--- src/rtl/e32_fetch.sv ---
// e32 instruction fetch stage: issues sequential word reads and buffers
// returned instructions with their addresses in a small FIFO for decode.
module e32_fetch #(
  parameter logic [31:0] RESET_PC = 32'h0000_0000,
  parameter int          DEPTH    = 4
) (
  input  logic        clk,
  input  logic        reset,
  input  logic        enable,
  input  logic        redirect,
  input  logic [31:0] redirect_pc,
  output logic [31:0] mem_addr,
  output logic        mem_read,
  input  logic [31:0] mem_data_i,
  output logic        instr_valid,
  input  logic        instr_ready,
  output logic [31:0] instr,
  output logic [31:0] instr_pc
);

  localparam int AW = $clog2(DEPTH);
  localparam int CW = AW + 1;

  typedef enum logic [1:0] {
    BOOT,
    RUN,
    HALT
  } state_t;

  state_t state, state_nx;

  logic [31:0]   fetch_pc;
  logic [31:0]   req_pc;
  logic          inflight;
  logic [AW-1:0] wr_ptr;
  logic [AW-1:0] rd_ptr;
  logic [CW-1:0] count;
  logic [CW:0]   occ;
  logic [31:0]   q_data [DEPTH];
  logic [31:0]   q_pc   [DEPTH];

  logic flush;
  logic push;
  logic pop;
  logic unused_bits;

  assign unused_bits = ^redirect_pc[1:0];

  always_comb begin
    state_nx = state;
    unique case (state)
      BOOT:    state_nx = enable ? RUN : HALT;
      RUN:     if (!enable) state_nx = HALT;
      HALT:    if (enable) state_nx = RUN;
      default: state_nx = BOOT;
    endcase
  end

  // Queue slots reserved by an outstanding read count as occupied.
  assign occ   = {1'b0, count} + {{CW{1'b0}}, inflight};
  assign flush = redirect && (state != BOOT);
  assign push  = inflight && !flush;
  assign pop   = instr_valid && instr_ready && !flush;

  assign mem_read = (state == RUN) && enable && !redirect
                  && (occ < (CW+1)'(DEPTH));
  assign mem_addr    = fetch_pc;
  assign instr_valid = (count != '0);
  assign instr       = q_data[rd_ptr];
  assign instr_pc    = q_pc[rd_ptr];

  always_ff @(posedge clk or negedge reset) begin
    if (!reset) begin
      state    <= BOOT;
      fetch_pc <= RESET_PC;
      req_pc   <= '0;
      inflight <= 1'b0;
      wr_ptr   <= '0;
      rd_ptr   <= '0;
      count    <= '0;
    end else begin
      state    <= state_nx;
      inflight <= mem_read;
      if (mem_read) req_pc <= fetch_pc;
      if (flush) begin
        fetch_pc <= {redirect_pc[31:2], 2'b00};
        wr_ptr   <= '0;
        rd_ptr   <= '0;
        count    <= '0;
      end else begin
        if (mem_read) fetch_pc <= fetch_pc + 32'd4;
        if (push) wr_ptr <= wr_ptr + AW'(1);
        if (pop) rd_ptr <= rd_ptr + AW'(1);
        unique case ({push, pop})
          2'b10:   count <= count + CW'(1);
          2'b01:   count <= count - CW'(1);
          default: count <= count;
        endcase
      end
    end
  end

  always_ff @(posedge clk) begin
    if (push) begin
      q_data[wr_ptr] <= mem_data_i;
      q_pc[wr_ptr]   <= req_pc;
    end
  end

endmodule

--- config.mk ---
export PLATFORM = sky130hd
export DESIGN_NAME = e32_fetch
export DESIGN_NICKNAME = d
export VERILOG_FILES = /design/src/rtl/e32_fetch.sv
export SDC_FILE = /design/constraint.sdc
export NUM_CORES = 1
export LEC_CHECK = 0
export CAP_MARGIN = 10
export CORE_MARGIN = 5
export CORE_UTILIZATION = 50
export DETAILED_ROUTE_END_ITERATION = 7
export PLACE_DENSITY = 0.8
export SKIP_CTS_REPAIR_TIMING = 1
export SLEW_MARGIN = 5
export SYNTH_ARGS = -nofsm -noshare
export SYNTH_HDL_FRONTEND = slang
export SYNTH_SLANG_ARGS = --single-unit
--- constraint.sdc ---
create_clock -name clk -period 9.9 [get_ports clk]
set_clock_uncertainty 0.2 [all_clocks]
set_input_delay 2.97 -clock clk [delete_from_list [all_inputs] [get_ports clk]]
set_output_delay 2.97 -clock clk [all_outputs]
set_load 0.01 [all_outputs]
==> results.cfg <==
[status]
outcome = finished clean

[critical_path]
cp_cell_sequence = clkdlybuf4s50_1 > inv_1 > nand3_2 > inv_2 > clkdlybuf4s50_1
r2r-end = count[2]
r2r.worst_path.cells = 7
critPathMaxFanout = 11
cp_slowest_cell = clkdlybuf4s50_1
end_kind = primary output
path_buf_inv = 4
slowest_delay_ps = 660
crit_family = buffers and inverters
critPathArrivalTime_ps = 4630
crit_type = in2out
reg2reg_slack_ps = 7310
r2r-start = state[1]
crit_required_ps = 6730
start_kind = input port
crit_top_cell = clkdlybuf4s50_1

[power]
p_sw_share_pct = 26.56
p_leak_nw = 5.287
p_switching_mw = 1.011
comb_power_share_pct = 21.1
clock_power_share_pct = 30.9
ir_drop_v = 0.0001271
intPower_mw = 2.795
seqPwrFrac_pct = 48.0
powerDensity_nw_per_um2 = 245.7

[hold_path]
min-delay-start = req_pc[31]
hold_path_class = reg2reg
min_to = q_pc[3][31]
holdPathStages = 0

[die]
fp.dieW_um = 168.5
dieHeight_um = 168.5
core_region_area_um2 = 24960
ios = 167
start_util_pct = 50.29
dieArea_um2 = 28380
num_rows = 58

[detailed_routing]
routedWlPerCell_um = 21.85
dr_total_vias = 7191
drtPass1Iterations = 8
drt_wl_total_mm = 27.20
drcViolationCount = 0
drtIter0Drc = 612
avgViaCountPerCell = 5.776
antenna_left = 0

[clock_tree]
clock_path_buffers = 3
cts_made_buffers = 34
cts_tree = yes
root_buffer = clkbuf_16
worstSkewPairLatency_ps = 500
numClockSinks = 318
htreeDepth = 2
clk_pin_slew_ps = 60

[timing]
setup_tns_ps = 0
relSlewSlack_pct = 33.33
fin_hold_ws_ps = 319.2
tightest_slew_ps = 1000
rsz0062_at_grt = false
clock.fmax_ghz = 0.1281
min_period_ps = 7803
fin_crit_sh_pct = 78.82
setup_viol = 0
hold_viol_final = 0
slew_violations = 0

[logic_synthesis]
yosysUniqueCellTypes = 58
yosysSeqAreaShare_pct = 73.28
netlist_area_um2 = 12550
syn-instance-count = 729
synth.avg_cell_area_um2 = 17.22
synth_edf_count = 248
synth-main-ff-cell = edfxtp_1
synthArstFlopShare_pct = 22.01
yosysWarnings = 0
ys_ff_latch = 318

[final_layout]
multi_input_area_um2 = 3144
layout-drive-gt1-share_pct = 13.99
diodes = 0
num-nets-final = 966
final_area_um2 = 15490
fill_cells = 1798
syn_to_final_growth_pct = 23.38
seqCellArea_um2 = 9206

[global_route]
grt_pass1_wl_mm = 43.02
grt_pass1_vias = 7306
grt_antenna_before_repair = 0
overflow = 0
grt_max_degree = 71
track_usage_pct = 19.29

[placed_design]
place_area_um2 = 14450
dp_hpwl_mm = 16.27
place_congestion = 0.8426
portBuffers = 160

[flow_run]
cap_viol_max_count = 0
logic make-up after synthesis:
group	count (synthesis)	synth area share, %
other cells	1	0.02987
compound gates	74	4.256
simple gates	205	7.994
xor+xnor	6	0.4187
mux	66	11.44
flops	318	73.28
buf+inv	53	1.924
fa+ha+maj	6	0.6578
power groups by stage:
stage | Clock [mW] | Combinational, mW | Sequential (mW)
floorplan | 0 | 0.491 | 1.73
global placement | 0 | 0.800 | 1.84
detailed placement | 0 | 0.813 | 1.85
CTS | 1.20 | 0.818 | 1.83
global route | 1.27 | 0.865 | 1.86
finish | 1.18 | 0.803 | 1.83
cells in the final DEF, fill, tap and decap left out, types with 6 or more instances in the layout:
| cell | Yosys | routed |
|---|---|---|
| nand4_1 | 11 | 11 |
| dfrtp_1 | 70 | 68 |
| nor2_1 | 18 | 18 |
| edfxtp_1 | 248 | 248 |
| nor4_1 | 8 | 8 |
| or4_1 | 8 | 8 |
| mux4_2 | 62 | 62 |
| nand3_1 | 24 | 24 |
| buf_4 | 5 | 7 |
| o21ai_0 | 12 | 12 |
| inv_1 | 9 | 9 |
| nor3_1 | 6 | 6 |
| clkbuf_16 | 0 | 35 |
| clkdlybuf4s50_1 | 0 | 159 |
| a31oi_1 | 8 | 8 |
| clkbuf_1 | 14 | 10 |
| nand2_1 | 100 | 100 |
| o211ai_1 | 8 | 8 |
stage by stage:
stage	util, %	setup slack (ps)	std cells	total power [mW]
after floorplan	-	2939	732	2.222
after global placement	57.86	2143	1185	2.642
after detailed placement	57.86	2132	1185	2.667
after CTS	62.04	2124	1245	3.852
after global routing	62.04	2025	1245	3.988
final	62.04	2097	1245	3.805
routing by layer:
metal / track usage [%] / up-vias / share of wire (%)
li1: - / 3220 / -
met1: 27.22 / 3616 / 42
met2: 31.29 / 313 / 49
met3: 3.877 / 42 / 7.1
met4: 5.116 / 0 / 2.1
met5: 0 / - / 0
cell type report:
cell class,count,share of cell area (%)
well taps,330,2.666
flip-flops and latches,318,59.44
clock inverters,12,0.5736
inverters,10,0.2423
multi-input cells,361,20.30
repair buffers,166,10.61
clock buffers,48,6.164
synth_stat cells, drive strengths merged (9+ instances only):
| cell type | n | area [um^2] |
|---|---|---|
| and3 | 9 | 56.30 |
| buf | 29 | 151.4 |
| clkbuf | 14 | 52.55 |
| dfrtp | 70 | 1752 |
| edfxtp | 248 | 7447 |
| inv | 10 | 37.53 |
| mux4 | 62 | 1396 |
| nand2 | 100 | 375.4 |
| nand3 | 25 | 130.1 |
| nand4 | 11 | 68.82 |
| nor2 | 18 | 67.56 |
| o21ai | 15 | 75.07 |
flip-flops by register name (all words and copies together), names as in the netlist:
name,flops
inflight,1
state,2
req_pc,30
mem_addr,30
rd_ptr,2
wr_ptr,2
q_pc,120
count,3
q_data,128
worst register-to-register path: stages (launching register included):
cell and delay, ps:
dfrtp_1 410, o21a_1 460, buf_4 390, nor3_1 110, fa_1 410, nor3_1 230, o21ai_0 110, nor3b_1 140
worst max-delay path by stage:
stage,start,to,slack (ps),cells after the start
after floorplan,enable,mem_read,2940,4
after global placement,redirect,mem_read,2140,5
after detailed placement,redirect,mem_read,2130,5
after CTS,redirect,mem_read,2120,5
after global routing,redirect,mem_read,2020,5
final,redirect,mem_read,2100,5
Power figures use the tool's default switching activity.
